### src/rtl/rps_pkg.sv
// Shared definitions for the rock-paper-scissors match datapath.
package rps_pkg;

    // Match controller states
    typedef enum logic [1:0] {
        IDLE = 2'd0,
        PLAY = 2'd1,
        DONE = 2'd2
    } state_t;

    // Winner encoding
    localparam logic [1:0] WIN_NONE = 2'b00;
    localparam logic [1:0] WIN_A    = 2'b01;
    localparam logic [1:0] WIN_B    = 2'b10;

    // Round wins needed to take the match (best-of-5)
    localparam int DEFAULT_WIN_TARGET = 3;

    // One-hot move codes used by the upstream move-compare stage
    localparam logic [2:0] MOVE_ROCK     = 3'b001;
    localparam logic [2:0] MOVE_PAPER    = 3'b010;
    localparam logic [2:0] MOVE_SCISSORS = 3'b100;

endpackage

### src/rtl/sat_counter.sv
// 4-bit up counter with synchronous clear, increment enable and a
// parameterised saturation ceiling.
module sat_counter #(
    parameter logic [3:0] MAX = 4'd15
) (
    input  logic       clk,
    input  logic       rst,
    input  logic       clr,
    input  logic       inc,
    output logic [3:0] count
);

    logic [3:0] count_reg;

    // Clear has priority over increment; increments stop at MAX
    always_ff @(posedge clk or posedge rst) begin
        if (rst) begin
            count_reg <= 4'd0;
        end else if (clr) begin
            count_reg <= 4'd0;
        end else if (inc && (count_reg != MAX)) begin
            count_reg <= count_reg + 4'd1;
        end
    end

    assign count = count_reg;

endmodule

### src/rtl/match_scoreboard.sv
// Match scoreboard: tracks round wins for two players and tied rounds,
// declares the match winner once a player reaches WIN_TARGET wins.
module match_scoreboard
    import rps_pkg::*;
#(
    parameter int WIN_TARGET = DEFAULT_WIN_TARGET
) (
    input  logic       clk,
    input  logic       rst,
    input  logic       start,
    input  logic       rnd_valid,
    input  logic       Tie,
    input  logic       WinA,
    input  logic       MoveErr,
    output logic [3:0] scoreA,
    output logic [3:0] scoreB,
    output logic [3:0] ties,
    output logic       bad_round,
    output logic       busy,
    output logic       match_done,
    output logic [1:0] winner
);

    localparam logic [3:0] WIN_T4   = 4'(WIN_TARGET);
    localparam logic [3:0] WIN_LAST = WIN_T4 - 4'd1;
    localparam logic [3:0] TIE_MAX  = 4'd15;

    // Counter slot assignment: 0 = player A, 1 = player B, 2 = ties
    localparam int SLOT_A   = 0;
    localparam int SLOT_B   = 1;
    localparam int SLOT_TIE = 2;

    state_t     state_reg;
    state_t     state_next;

    logic       busy_reg;
    logic       busy_next;
    logic       done_reg;
    logic       done_next;
    logic       bad_reg;
    logic       bad_next;
    logic [1:0] winner_reg;
    logic [1:0] winner_next;

    logic       round_ok;
    logic       inc_a;
    logic       inc_b;
    logic       inc_tie;
    logic       win_a;
    logic       win_b;
    logic [2:0] inc_vec;
    logic [3:0] count_arr [3];

    // Round decode: a round counts only while playing and not overridden by start
    always_comb begin
        round_ok = (state_reg == PLAY) && rnd_valid && !start;
        inc_tie  = round_ok && !MoveErr && Tie;
        inc_a    = round_ok && !MoveErr && !Tie && WinA;
        inc_b    = round_ok && !MoveErr && !Tie && !WinA;
        win_a    = inc_a && (count_arr[SLOT_A] == WIN_LAST);
        win_b    = inc_b && (count_arr[SLOT_B] == WIN_LAST);
        inc_vec  = {inc_tie, inc_b, inc_a};
    end

    // Score and tie counters share one clear (start) and saturate at their ceilings
    generate
        for (genvar gi = 0; gi < 3; gi++) begin : g_cnt
            localparam logic [3:0] CNT_MAX = (gi == SLOT_TIE) ? TIE_MAX : WIN_T4;
            sat_counter #(
                .MAX (CNT_MAX)
            ) u_cnt (
                .clk   (clk),
                .rst   (rst),
                .clr   (start),
                .inc   (inc_vec[gi]),
                .count (count_arr[gi])
            );
        end
    endgenerate

    // FSM state register
    always_ff @(posedge clk or posedge rst) begin
        if (rst) begin
            state_reg <= IDLE;
        end else begin
            state_reg <= state_next;
        end
    end

    // FSM next-state logic; start restarts from any state
    always_comb begin
        state_next = state_reg;
        case (state_reg)
            IDLE: begin
                if (start) state_next = PLAY;
            end
            PLAY: begin
                if (start)              state_next = PLAY;
                else if (win_a || win_b) state_next = DONE;
            end
            DONE: begin
                if (start) state_next = PLAY;
            end
            default: state_next = IDLE;
        endcase
    end

    // FSM output logic: next values of the registered status outputs
    always_comb begin
        busy_next   = (state_next == PLAY);
        done_next   = (state_next == DONE);
        bad_next    = round_ok && MoveErr;
        winner_next = winner_reg;
        if (start) begin
            winner_next = WIN_NONE;
        end else if (win_a) begin
            winner_next = WIN_A;
        end else if (win_b) begin
            winner_next = WIN_B;
        end
    end

    // Status output registers
    always_ff @(posedge clk or posedge rst) begin
        if (rst) begin
            busy_reg   <= 1'b0;
            done_reg   <= 1'b0;
            bad_reg    <= 1'b0;
            winner_reg <= WIN_NONE;
        end else begin
            busy_reg   <= busy_next;
            done_reg   <= done_next;
            bad_reg    <= bad_next;
            winner_reg <= winner_next;
        end
    end

    assign scoreA     = count_arr[SLOT_A];
    assign scoreB     = count_arr[SLOT_B];
    assign ties       = count_arr[SLOT_TIE];
    assign bad_round  = bad_reg;
    assign busy       = busy_reg;
    assign match_done = done_reg;
    assign winner     = winner_reg;

endmodule

### config.mk
export PLATFORM = sky130hd
export DESIGN_NAME = match_scoreboard
export DESIGN_NICKNAME = d
export VERILOG_FILES = /design/src/rtl/rps_pkg.sv /design/src/rtl/sat_counter.sv /design/src/rtl/match_scoreboard.sv
export SDC_FILE = /design/constraint.sdc
export NUM_CORES = 1
export LEC_CHECK = 0
export ABC_AREA = 1
export BUFFER_PORTS_ARGS = -buffer_cell sky130_fd_sc_hd__buf_4
export CAP_MARGIN = 20
export CORE_UTILIZATION = 55
export DETAILED_ROUTE_END_ITERATION = 6
export PLACE_DENSITY = 0.83
export REMOVE_ABC_BUFFERS = 1
export SKIP_CTS_REPAIR_TIMING = 1
export SYNTH_ARGS = -nofsm -noshare
export SYNTH_HDL_FRONTEND = slang
export SYNTH_SLANG_ARGS = --single-unit
### constraint.sdc
create_clock -name clk -period 4.3 [get_ports clk]
set_clock_uncertainty 0.15 [all_clocks]
set_input_delay 0.215 -clock clk [delete_from_list [all_inputs] [get_ports clk]]
set_output_delay 0.215 -clock clk [all_outputs]
set_load 0.01 [all_outputs]
==> metrics.md, run 1 <==
| Metric | Value |
|---|---|
| Status | finished, final reports clean |
| Int Power | 255.8 µW |
| Slew headroom | 52.61% |
| Switching Share | 30.28% |
| Mapped cell area | 0.001112 mm² |
| CTS Root Cell | clkbuf_4 |
| Slowest CP cell | dfrtp_1 |
| Syn-to-layout area delta | 20.02% |
| P_leak | 0.0006728 µW |
| Power Dens Cells | 274.8 mW/mm² |
| Largest area contributor in the netlist | dfrtp_1 |
| Most frequent cells in the layout | buf_4 (23), dfrtp_1 (19), nand2_1 (16) |
| Vias/cell | 5.411 |
| Peak supply drop | 0.1488 mV |
| First-pass GRT wire length | 3429 µm |
| YS warnings | 0 |
| Vias | 882 |
| # nets final | 151 |
| Tcrit/Tclk final | 37.54% |
| WP data arrival | 1.66 ns |
| FF+latch count, synth | 19 |
| Final setup margin | 2.686 ns |
| Initial antenna violation count | 0 |
| Chip width | 46.97 µm |
| Cell count after synthesis | 112 |
| Ant diodes | 0 |
| Worst path max stage delay | 0.43 ns |
| Final GP Congestion | 0.7643 |
| Port-buffer cells | 23 |
| Fmax | 619.5 MHz |
| GRT overflow | 0 |
| Drt first pass iters | 4 |
| DP Worst Slack | 2.718 ns |
| Crit path required time | 4.34 ns |
| FILL cells | 132 |
| Sequential fraction of design power | 54.4% |
| Drt wl/cell | 12.60 µm |
| Worst skew pair latency | 0.30 ns |
| Class of the most critical setup path | reg2reg |
| CTS max path bufs | 2 |
| Buffer and inverter count on the worst path | 1 |
| Clock-pin slew on the worst setup and hold paths | 0.11 ns |
| Area share of the largest cell type after synthesis | 42.74% |
| Drt total wl | 2053 µm |
| Net Sw Power | 111.1 µW |
| CP startpoint kind | flip-flop |
| Largest net degree at the start of global routing | 20 |
| Gr usage total | 22.16% |
| Ratio of cells with drive above 1 in the final layout | 34.78% |
| DRC | 0 |
| DRT antenna net count | 0 |
| Sum Neg Setup Slack | 0 ns |
| Sink Count | 19 |
| RSZ-0062 raised after global routing | false |
| Synth area leaders | dfrtp_1 (43%), ha_1 (5.6%), nand3_2 (5.4%) |
| Clock power frac | 24.9% |
| CTS tree | done |
| Drt first-iter violations | 22 |
| Min cycle time layout | 1.614 ns |
| Core Area | 0.001802 mm² |
| Initial core utilization | 61.74% |
| Die Area | 0.002206 mm² |
| Io pins | 24 |
| Mean Syn Cell Area | 9.931 µm² |
| Final Util | 74.10% |
| Netlist cell types | 25 |
| Fin. max-slew vios | 0 |
| Commonest non-fill, non-tap cell in the layout | buf_4 |
| Actual slew at the worst max-slew pin | 0.7101 ns |
| Worst min-delay path category | in2reg |
| Seq/Total Area, Yosys | 42.74% |
| Die H | 46.97 µm |
| H-tree Lvls | 1 |
| Max-Cap Viols | 0 |
| Critical Path End Type | flip-flop |
| Critical Path Fanout Max | 5 |
| Crit-path cells | inv_1 -> ha_1 -> nor3b_1 -> nand3_2 -> nand3_1 -> a21oi_1 |
| Total CTS buffers | 3 |
| CP delay by family, top | simple AND/OR/NAND/NOR gates |
| Max reg flops | 12 |
| Placement Rows | 15 |
| # setup viols final | 0 |
| Post-DP HPWL | 1548 µm |
| Final Hold Fails | 0 |
| Comb pwr share | 20.6% |
| Vias in the first global route | 842 |
## metal layers
layer	up-vias	global-route usage, %	wire length [µm]
li1	425	-	-
met3	4	2.692	105
met2	31	37.22	1036
met5	-	0	0
met1	422	26.99	888
met4	0	13.71	23
## path summary, 6_finish.rpt
| check | to | cells past startpoint | start | slack, ns |
|---|---|---|---|---|
| worst max-delay path | busy | 6 | g_cnt[0].u_cnt.count[0] | 2.69 |
| worst min-delay path | bad_round | 3 | rnd_valid | 0.03 |
| worst max register to register | busy | 6 | g_cnt[0].u_cnt.count[0] | 2.69 |
| worst min register to register | bad_round | 1 | state_reg[1] | 0.41 |
| max in group asynchronous | bad_round | 3 | rst | 3.13 |
| min in group asynchronous | g_cnt[1].u_cnt.count[0] | 3 | rst | 0.43 |
## per-stage QoR
stage | hold WS [ns] | power (µW) | cell area (µm²) | std cells
after floorplan | 0.01613 | 247.6 | 1094 | 110
after global placement | 0.2212 | 275.1 | 1297 | 158
after detailed placement | 0.2283 | 278.5 | 1297 | 158
after CTS | -0.1130 | 371.0 | 1325 | 162
after global routing | 0.01082 | 386.9 | 1335 | 163
final | 0.02637 | 366.9 | 1335 | 163
## synthesized netlist by cell type (all sizes together)
library cell  number
o211ai             2
o21ai              8
nand2             19
ha                 5
bufinv             1
xor2               6
clkinv             1
nor2              11
nand3             19
dfrtp             19
nor4               1
buf                2
nand4              1
inv               11
a21oi              4
nor3b              2
## cell families (layout without fill, tap and decap cells)
group / count (synthesis) / after routing / share of synthesized area (%)
flip-flops: 19 / 19 / 42.75
XOR/XNOR: 6 / 6 / 4.724
adder cells (fa/ha/maj): 5 / 5 / 5.624
AO/OA/AOI/OAI: 14 / 14 / 8.436
buffers and inverters: 15 / 41 / 7.312
AND/OR/NAND/NOR: 53 / 53 / 31.16
## final cells by class
type / count / area (µm²) / share of cell area [%]
clock buffer: 3 / 22.52 / 1.687
clock inverter: 1 / 5.005 / 0.3749
inverter: 13 / 62.56 / 4.686
multi-input combinational: 78 / 555.5 / 41.61
sequential: 19 / 475.5 / 35.61
tap: 25 / 31.28 / 2.343
timing repair buffer: 24 / 182.7 / 13.68
## power groups by stage
stage | clock [µW] | sequential (µW) | combinational, µW
after CTS | 95.5 | 200 | 75.8
after floorplan | 0 | 205 | 42.5
after global routing | 101 | 201 | 84.7
after detailed placement | 0 | 203 | 75.3
final | 91.5 | 200 | 75.7
after global placement | 0 | 202 | 73.1
## tightest hold or removal path, delay by kind of cell
family,cells,cell delay (ns)
buffers and inverters,1,0.11
and+or+nand+nor,2,0.12
No activity file was read; power rests on OpenSTA's default activity.
==> run 2, diff against run 1 <==
--- a/config.mk
+++ b/config.mk
@@ -8,9 +8,9 @@
 export ABC_AREA = 1
 export BUFFER_PORTS_ARGS = -buffer_cell sky130_fd_sc_hd__buf_4
 export CAP_MARGIN = 20
-export CORE_UTILIZATION = 55
+export CORE_UTILIZATION = 48
 export DETAILED_ROUTE_END_ITERATION = 6
-export PLACE_DENSITY = 0.83
+export PLACE_DENSITY = 0.77
 export REMOVE_ABC_BUFFERS = 1
 export SKIP_CTS_REPAIR_TIMING = 1
 export SYNTH_ARGS = -nofsm -noshare
==> constraint.sdc (replaced) <==
create_clock -name clk -period 1.45 [get_ports clk]
set_clock_uncertainty 0.15 [all_clocks]
set_input_delay 0.0725 -clock clk [delete_from_list [all_inputs] [get_ports clk]]
set_output_delay 0.0725 -clock clk [all_outputs]
set_load 0.01 [all_outputs]
==> metrics.md, run 2 (synthesized netlist as in run 1, its figures left out) <==
| Metric | Value |
|---|---|
| Drt total wl | 2372 µm (+16%) |
| CTS max path bufs | 2 (unchanged) |
| Failing checks | setup timing |
| Vias | 910 (+3.2%) |
| Worst path max stage delay | 0.47 ns (+0.04 ns) |
| Placement Rows | 17 (+2) |
| Slowest CP cell | dfrtp_1 |
| Core Area | 0.002191 mm² (+22%) |
| Ant diodes | 0 (unchanged) |
| GRT overflow | 0 (unchanged) |
| Fin. max-slew vios | 0 (unchanged) |
| Io pins | 24 (unchanged) |
| Power Dens Cells | 757.1 mW/mm² (+180%) |
| DRC | 0 (unchanged) |
| Critical Path End Type | flip-flop |
| Min cycle time layout | 1.512 ns (-0.1025 ns) |
| Most frequent cells in the layout | buf_4 (34), dfrtp_1 (19), nand2_1 (14) |
| CTS Root Cell | clkbuf_4 |
| Worst min-delay path category | in2reg |
| Initial antenna violation count | 0 (unchanged) |
| Finished Cell Area | 0.001523 mm² (+14%) |
| Max-Cap Viols | 0 (unchanged) |
| RSZ-0062 raised after global routing | true |
| Slew headroom | 83.73% (+31 points) |
| Max reg flops | 12 (unchanged) |
| CP delay by family, top | simple AND/OR/NAND/NOR gates |
| Port-buffer cells | 23 (unchanged) |
| First-pass GRT wire length | 3746 µm (+9.2%) |
| CP startpoint kind | flip-flop |
| Commonest non-fill, non-tap cell in the layout | buf_4 |
| Vias/cell | 5.028 (-7.1%) |
| Peak supply drop | 0.6482 mV (+340%) |
| Initial core utilization | 50.77% (-11 points) |
| Total CTS buffers | 3 (unchanged) |
| Critical Path Fanout Max | 6 (+1) |
| Reg2reg end | winner[0] |
| Critical path startpoint | g_cnt[1].u_cnt.count[1] |
| H-tree Lvls | 1 (unchanged) |
| Crit path depth | 5 (-1) |
| R2R cell count | 5 (-1) |
| Sink Count | 19 (unchanged) |
| Chip width | 50.14 µm (+6.7%) |
| Crit path required time | 1.49 ns (-2.85 ns) |
| Clock-pin slew on the worst setup and hold paths | 0.11 ns (about the same) |
| Worst hold start | Tie |
| Buffer and inverter count on the worst path | 0 (-1) |
| Vias in the first global route | 832 (-1.2%) |
| Class of the most critical setup path | reg2reg |
| # setup viols final | 4 (+4) |
| Syn-to-layout area delta | 36.90% |
| # nets final | 166 (+9.9%) |
| Dpl cell area | 0.001376 mm² (+6.1%) |
| Fmax | 661.6 MHz (+6.8%) |
| Setup crit end | winner[0] |
| Worst skew pair latency | 0.30 ns (about the same) |
| P_leak | 0.0007557 µW (+12%) |
| FF-to-FF Start | g_cnt[1].u_cnt.count[1] |
| Die H | 50.14 µm (+6.7%) |
| Final setup margin | -0.06160 ns (-2.747 ns) |
| Status | complete, but fails checks |
| Drt first-iter violations | 18 (-18%) |
| DRT antenna net count | 0 (unchanged) |
| Largest net degree at the start of global routing | 20 (unchanged) |
| WP data arrival | 1.55 ns (-0.11 ns) |
| Ratio of cells with drive above 1 in the final layout | 43.79% (+9.0 points) |
| Die Area | 0.002514 mm² (+14%) |
| Tcrit/Tclk final | 104.2% (+67 points) |
| Crit-path cells | ha_1 -> nor3b_4 -> nand3_2 -> nand2_1 -> a21oi_1 |
| Post-DP HPWL | 1655 µm (+6.9%) |
| Drt first pass iters | 4 (unchanged) |
| Actual slew at the worst max-slew pin | 0.2440 ns (-0.4661 ns) |
| Flop2flop setup slack | -0.06 ns (-2.75 ns) |
| Sum Neg Setup Slack | -0.1135 ns (-0.1135 ns) |
| Drt wl/cell | 13.10 µm (+4.0%) |
| Final Hold Fails | 0 (unchanged) |
| Gr usage total | 20.67% (-1.5 points) |
| CTS tree | done |
| Final GP Congestion | 0.7819 (+2.3%) |
run 2: where the power goes:
part | switching, µW | internal, µW | leakage (µW) | total (µW)
logic | 149 | 145 | 0.000491 | 294
clock network | 162 | 107 | 0.0000150 | 269
registers | 32.5 | 557 | 0.000250 | 589
run 2: cell type report:
| class | instances | area [µm²] |
|---|---|---|
| clock buffer | 4 | 26.28 |
| fill | 151 | 668.1 |
| inverter | 13 | 62.56 |
| multi-input combinational | 78 | 618.1 |
| sequential | 19 | 475.5 |
| tap | 28 | 35.03 |
| timing repair buffer | 39 | 305.3 |
run 2: how the worst min path moves through the flow:
stage,cells past startpoint,end
after floorplan,1,bad_round
after global placement,3,g_cnt[2].u_cnt.count[0]
after detailed placement,3,g_cnt[0].u_cnt.count[1]
after CTS,3,g_cnt[0].u_cnt.count[1]
after global routing,4,winner[1]
final,4,winner[1]
run 2: per-layer routing:
metal / vias up / wire (µm) / global-route usage (%)
met5: - / 0 / 0
met4: 0 / 51 / 10.00
met3: 6 / 80 / 5.758
met2: 17 / 1157 / 31.11
met1: 438 / 1083 / 27.20
li1: 449 / - / -
run 2: metrics by stage:
stage	total power [µW]	util [%]	worst slack, ns	cells	hold WS [ns]
after global placement	851.4	62.82	0.03926	171	-0.03854
after detailed placement	858.6	62.82	-0.01081	171	-0.03215
after global routing	1217	69.50	-0.1201	181	0.02079
after floorplan	734.2	-	-0.03426	110	-0.1264
after CTS	1124	64.02	-0.05338	175	-0.3711
final	1153	69.50	-0.06160	181	0.01429
run 2: worst register-to-register path: stages (launching register included):
cell and delay, ns:
dfrtp_1 0.47, ha_1 0.20, nor3b_4 0.20, nand3_2 0.16, nand2_1 0.13, a21oi_1 0.08
==> run 3, diff against run 2 <==
--- a/config.mk
+++ b/config.mk
@@ -8,11 +8,12 @@
 export ABC_AREA = 1
 export BUFFER_PORTS_ARGS = -buffer_cell sky130_fd_sc_hd__buf_4
 export CAP_MARGIN = 20
-export CORE_UTILIZATION = 48
+export CORE_UTILIZATION = 53
 export DETAILED_ROUTE_END_ITERATION = 6
-export PLACE_DENSITY = 0.77
+export PLACE_DENSITY = 0.8
 export REMOVE_ABC_BUFFERS = 1
 export SKIP_CTS_REPAIR_TIMING = 1
+export SLEW_MARGIN = 40
 export SYNTH_ARGS = -nofsm -noshare
 export SYNTH_HDL_FRONTEND = slang
 export SYNTH_SLANG_ARGS = --single-unit
==> constraint.sdc (replaced) <==
create_clock -name clk -period 1.6 [get_ports clk]
set_clock_uncertainty 0.15 [all_clocks]
set_input_delay 0.08 -clock clk [delete_from_list [all_inputs] [get_ports clk]]
set_output_delay 0.08 -clock clk [all_outputs]
set_load 0.01 [all_outputs]
==> metrics.md, run 3 (synthesized netlist as in run 1, its figures left out) <==
| Metric | Value |
|---|---|
| R2R cell count | 2 (-3) |
| DRT antenna net count | 0 (unchanged) |
| Worst path max stage delay | 0.58 ns (+0.11 ns) |
| Slowest CP cell | dlygate4sd3_1 |
| GR Layer Usage met2 | 35.41% (+4.3 points) |
| Max-Cap Viols | 0 (unchanged) |
| Chip width | 47.81 µm (-4.6%) |
| Vias/cell | 5.081 (+1.1%) |
| Post-DP HPWL | 1563 µm (-5.6%) |
| Total CTS buffers | 3 (unchanged) |
| Worst skew pair latency | 0.29 ns (about the same) |
| Failing checks | hold timing |
| Drt wl/cell | 12.61 µm (-3.8%) |
| CP startpoint kind | primary input |
| CTS Root Cell | clkbuf_4 |
| GRT busiest layer | met2 |
| H-tree Lvls | 1 (unchanged) |
| Reg2reg end | bad_round |
| Worst hold start | Tie |
| Sink Count | 19 (unchanged) |
| GRT overflow | 0 (unchanged) |
| Most frequent cells in the layout | buf_4 (26), dfrtp_1 (19), nand2_1 (16) |
| Max reg flops | 12 (unchanged) |
| First-pass GRT wire length | 3256 µm (-13%) |
| Drt first pass iters | 4 (unchanged) |
| Placement Rows | 16 (-1) |
| Core Area | 0.001962 mm² (-10%) |
| RSZ-0062 raised after global routing | false |
| Crit path required time | 1.69 ns (+0.20 ns) |
| Peak supply drop | 0.6178 mV (-4.7%) |
| P_leak | 0.0007098 µW (-6.1%) |
| Ratio of cells with drive above 1 in the final layout | 35.86% (-7.9 points) |
| Port-buffer cells | 23 (unchanged) |
| Largest net degree at the start of global routing | 20 (unchanged) |
| CTS max path bufs | 2 (unchanged) |
| Ant diodes | 0 (unchanged) |
| Gr usage total | 21.11% (+0.44 points) |
| Buffer and inverter count on the worst path | 3 (+3) |
| Commonest non-fill, non-tap cell in the layout | buf_4 |
| Critical Path End Type | flip-flop |
| CTS tree | done |
| Syn-to-layout area delta | 26.32% |
| Worst hold stages | 4 (unchanged) |
| Actual slew at the worst max-slew pin | 0.2481 ns (+0.004080 ns) |
| FF-to-FF Start | state_reg[1] |
| Fmax | 651.3 MHz |
| Class of the most critical setup path | in2reg |
| Fin. max-slew vios | 0 (unchanged) |
| Slew headroom | 83.46% (-0.27 points) |
| Tcrit/Tclk final | 95.97% |
| Flop2flop setup slack | 0.09 ns (+0.15 ns) |
| Initial core utilization | 56.70% (+5.9 points) |
| Die H | 47.81 µm (-4.6%) |
| Hold Path End | winner[1] |
| Final GP Congestion | 0.8254 (+5.6%) |
| Final Hold Fails | 1 (+1) |
| # nets final | 158 (-4.8%) |
| Clock-pin slew on the worst setup and hold paths | 0.11 ns (about the same) |
| # setup viols final | 0 (-4) |
| Crit-path cells | dlygate4sd3_1 -> buf_4 -> nor4_1 -> dlygate4sd3_1 |
| CP delay by family, top | buffers and inverters |
| WP data arrival | 1.62 ns (+0.07 ns) |
| Power Dens Cells | 708.6 mW/mm² (-6.4%) |
| Vias | 874 (-4.0%) |
| Min cycle time layout | 1.535 ns |
| GRT met1 Usage | 25.24% (-2.0 points) |
| Die Area | 0.002286 mm² (-9.1%) |
| Vias in the first global route | 773 (-7.1%) |
| Status | complete, but fails checks |
| Critical Path Fanout Max | 10 (+4) |
| DRC | 0 (unchanged) |
| Drt first-iter violations | 14 (-4) |
| Final Util | 71.62% (+2.1 points) |
| Io pins | 24 (unchanged) |
| Initial antenna violation count | 0 (unchanged) |
| CP dominant cell by count | dlygate4sd3_1 |
| Sum Neg Setup Slack | 0 ns (+0.1135 ns) |
| Met3 Track Usage GR | 4.528% (-1.2 points) |
| Worst min-delay path category | in2reg |
| Hold_ws | -0.004056 ns (-0.01835 ns) |
| Drt total wl | 2169 µm (-8.6%) |
run 3: final cells by class:
cell class,instances,area [µm²]
Multi-Input combinational cell,78,560.5
Fill cell,164,556.8
Sequential cell,19,475.5
Timing Repair Buffer,31,245.2
Inverter,13,62.56
Tap cell,27,33.78
Clock buffer,3,22.52
Clock inverter,1,5.005
run 3: worst max path at each step:
stage | startpoint | end | slack (ns) | depth (start not counted)
after detailed placement | g_cnt[0].u_cnt.count[0] | busy | 0.11 | 6
after floorplan | g_cnt[1].u_cnt.count[0] | busy | 0.12 | 6
after CTS | g_cnt[0].u_cnt.count[0] | busy | 0.07 | 6
final | start | bad_round | 0.06 | 4
after global placement | g_cnt[1].u_cnt.count[0] | busy | 0.17 | 6
after global routing | state_reg[0] | busy | 0.01 | 7
run 3: worst min-delay path, delay by kind of cell:
| family | cells | cell delay, ns |
|---|---|---|
| buffers and inverters | 1 | 0.12 |
| AND/OR/NAND/NOR | 3 | 0.22 |
run 3: per-layer routing:
layer / wire [µm] / part of all wire, % / vias up
li1: - / - / 438
met3: 64 / 3.0 / 2
met2: 1190 / 55 / 17
met4: 14 / 0.65 / 0
met1: 898 / 41 / 417
met5: 0 / 0 / -
run 3: report_power, final:
group	switching (µW)	internal [µW]
logic	116	105
registers	31.1	505
clock network	145	92.9
total	293	703
run 3: through the flow:
stage | area (µm²) | hold slack [ns] | cells | power [µW] | setup slack [ns]
final | 1405 | -0.004056 | 172 | 995.6 | 0.06451
after global routing | 1405 | 0.01284 | 172 | 1063 | 0.01237
after CTS | 1350 | -0.3612 | 167 | 999.4 | 0.07428
after detailed placement | 1323 | -0.02837 | 163 | 758.3 | 0.1081
after global placement | 1323 | -0.03406 | 163 | 751.2 | 0.1656
after floorplan | 1094 | -0.1189 | 110 | 665.4 | 0.1157
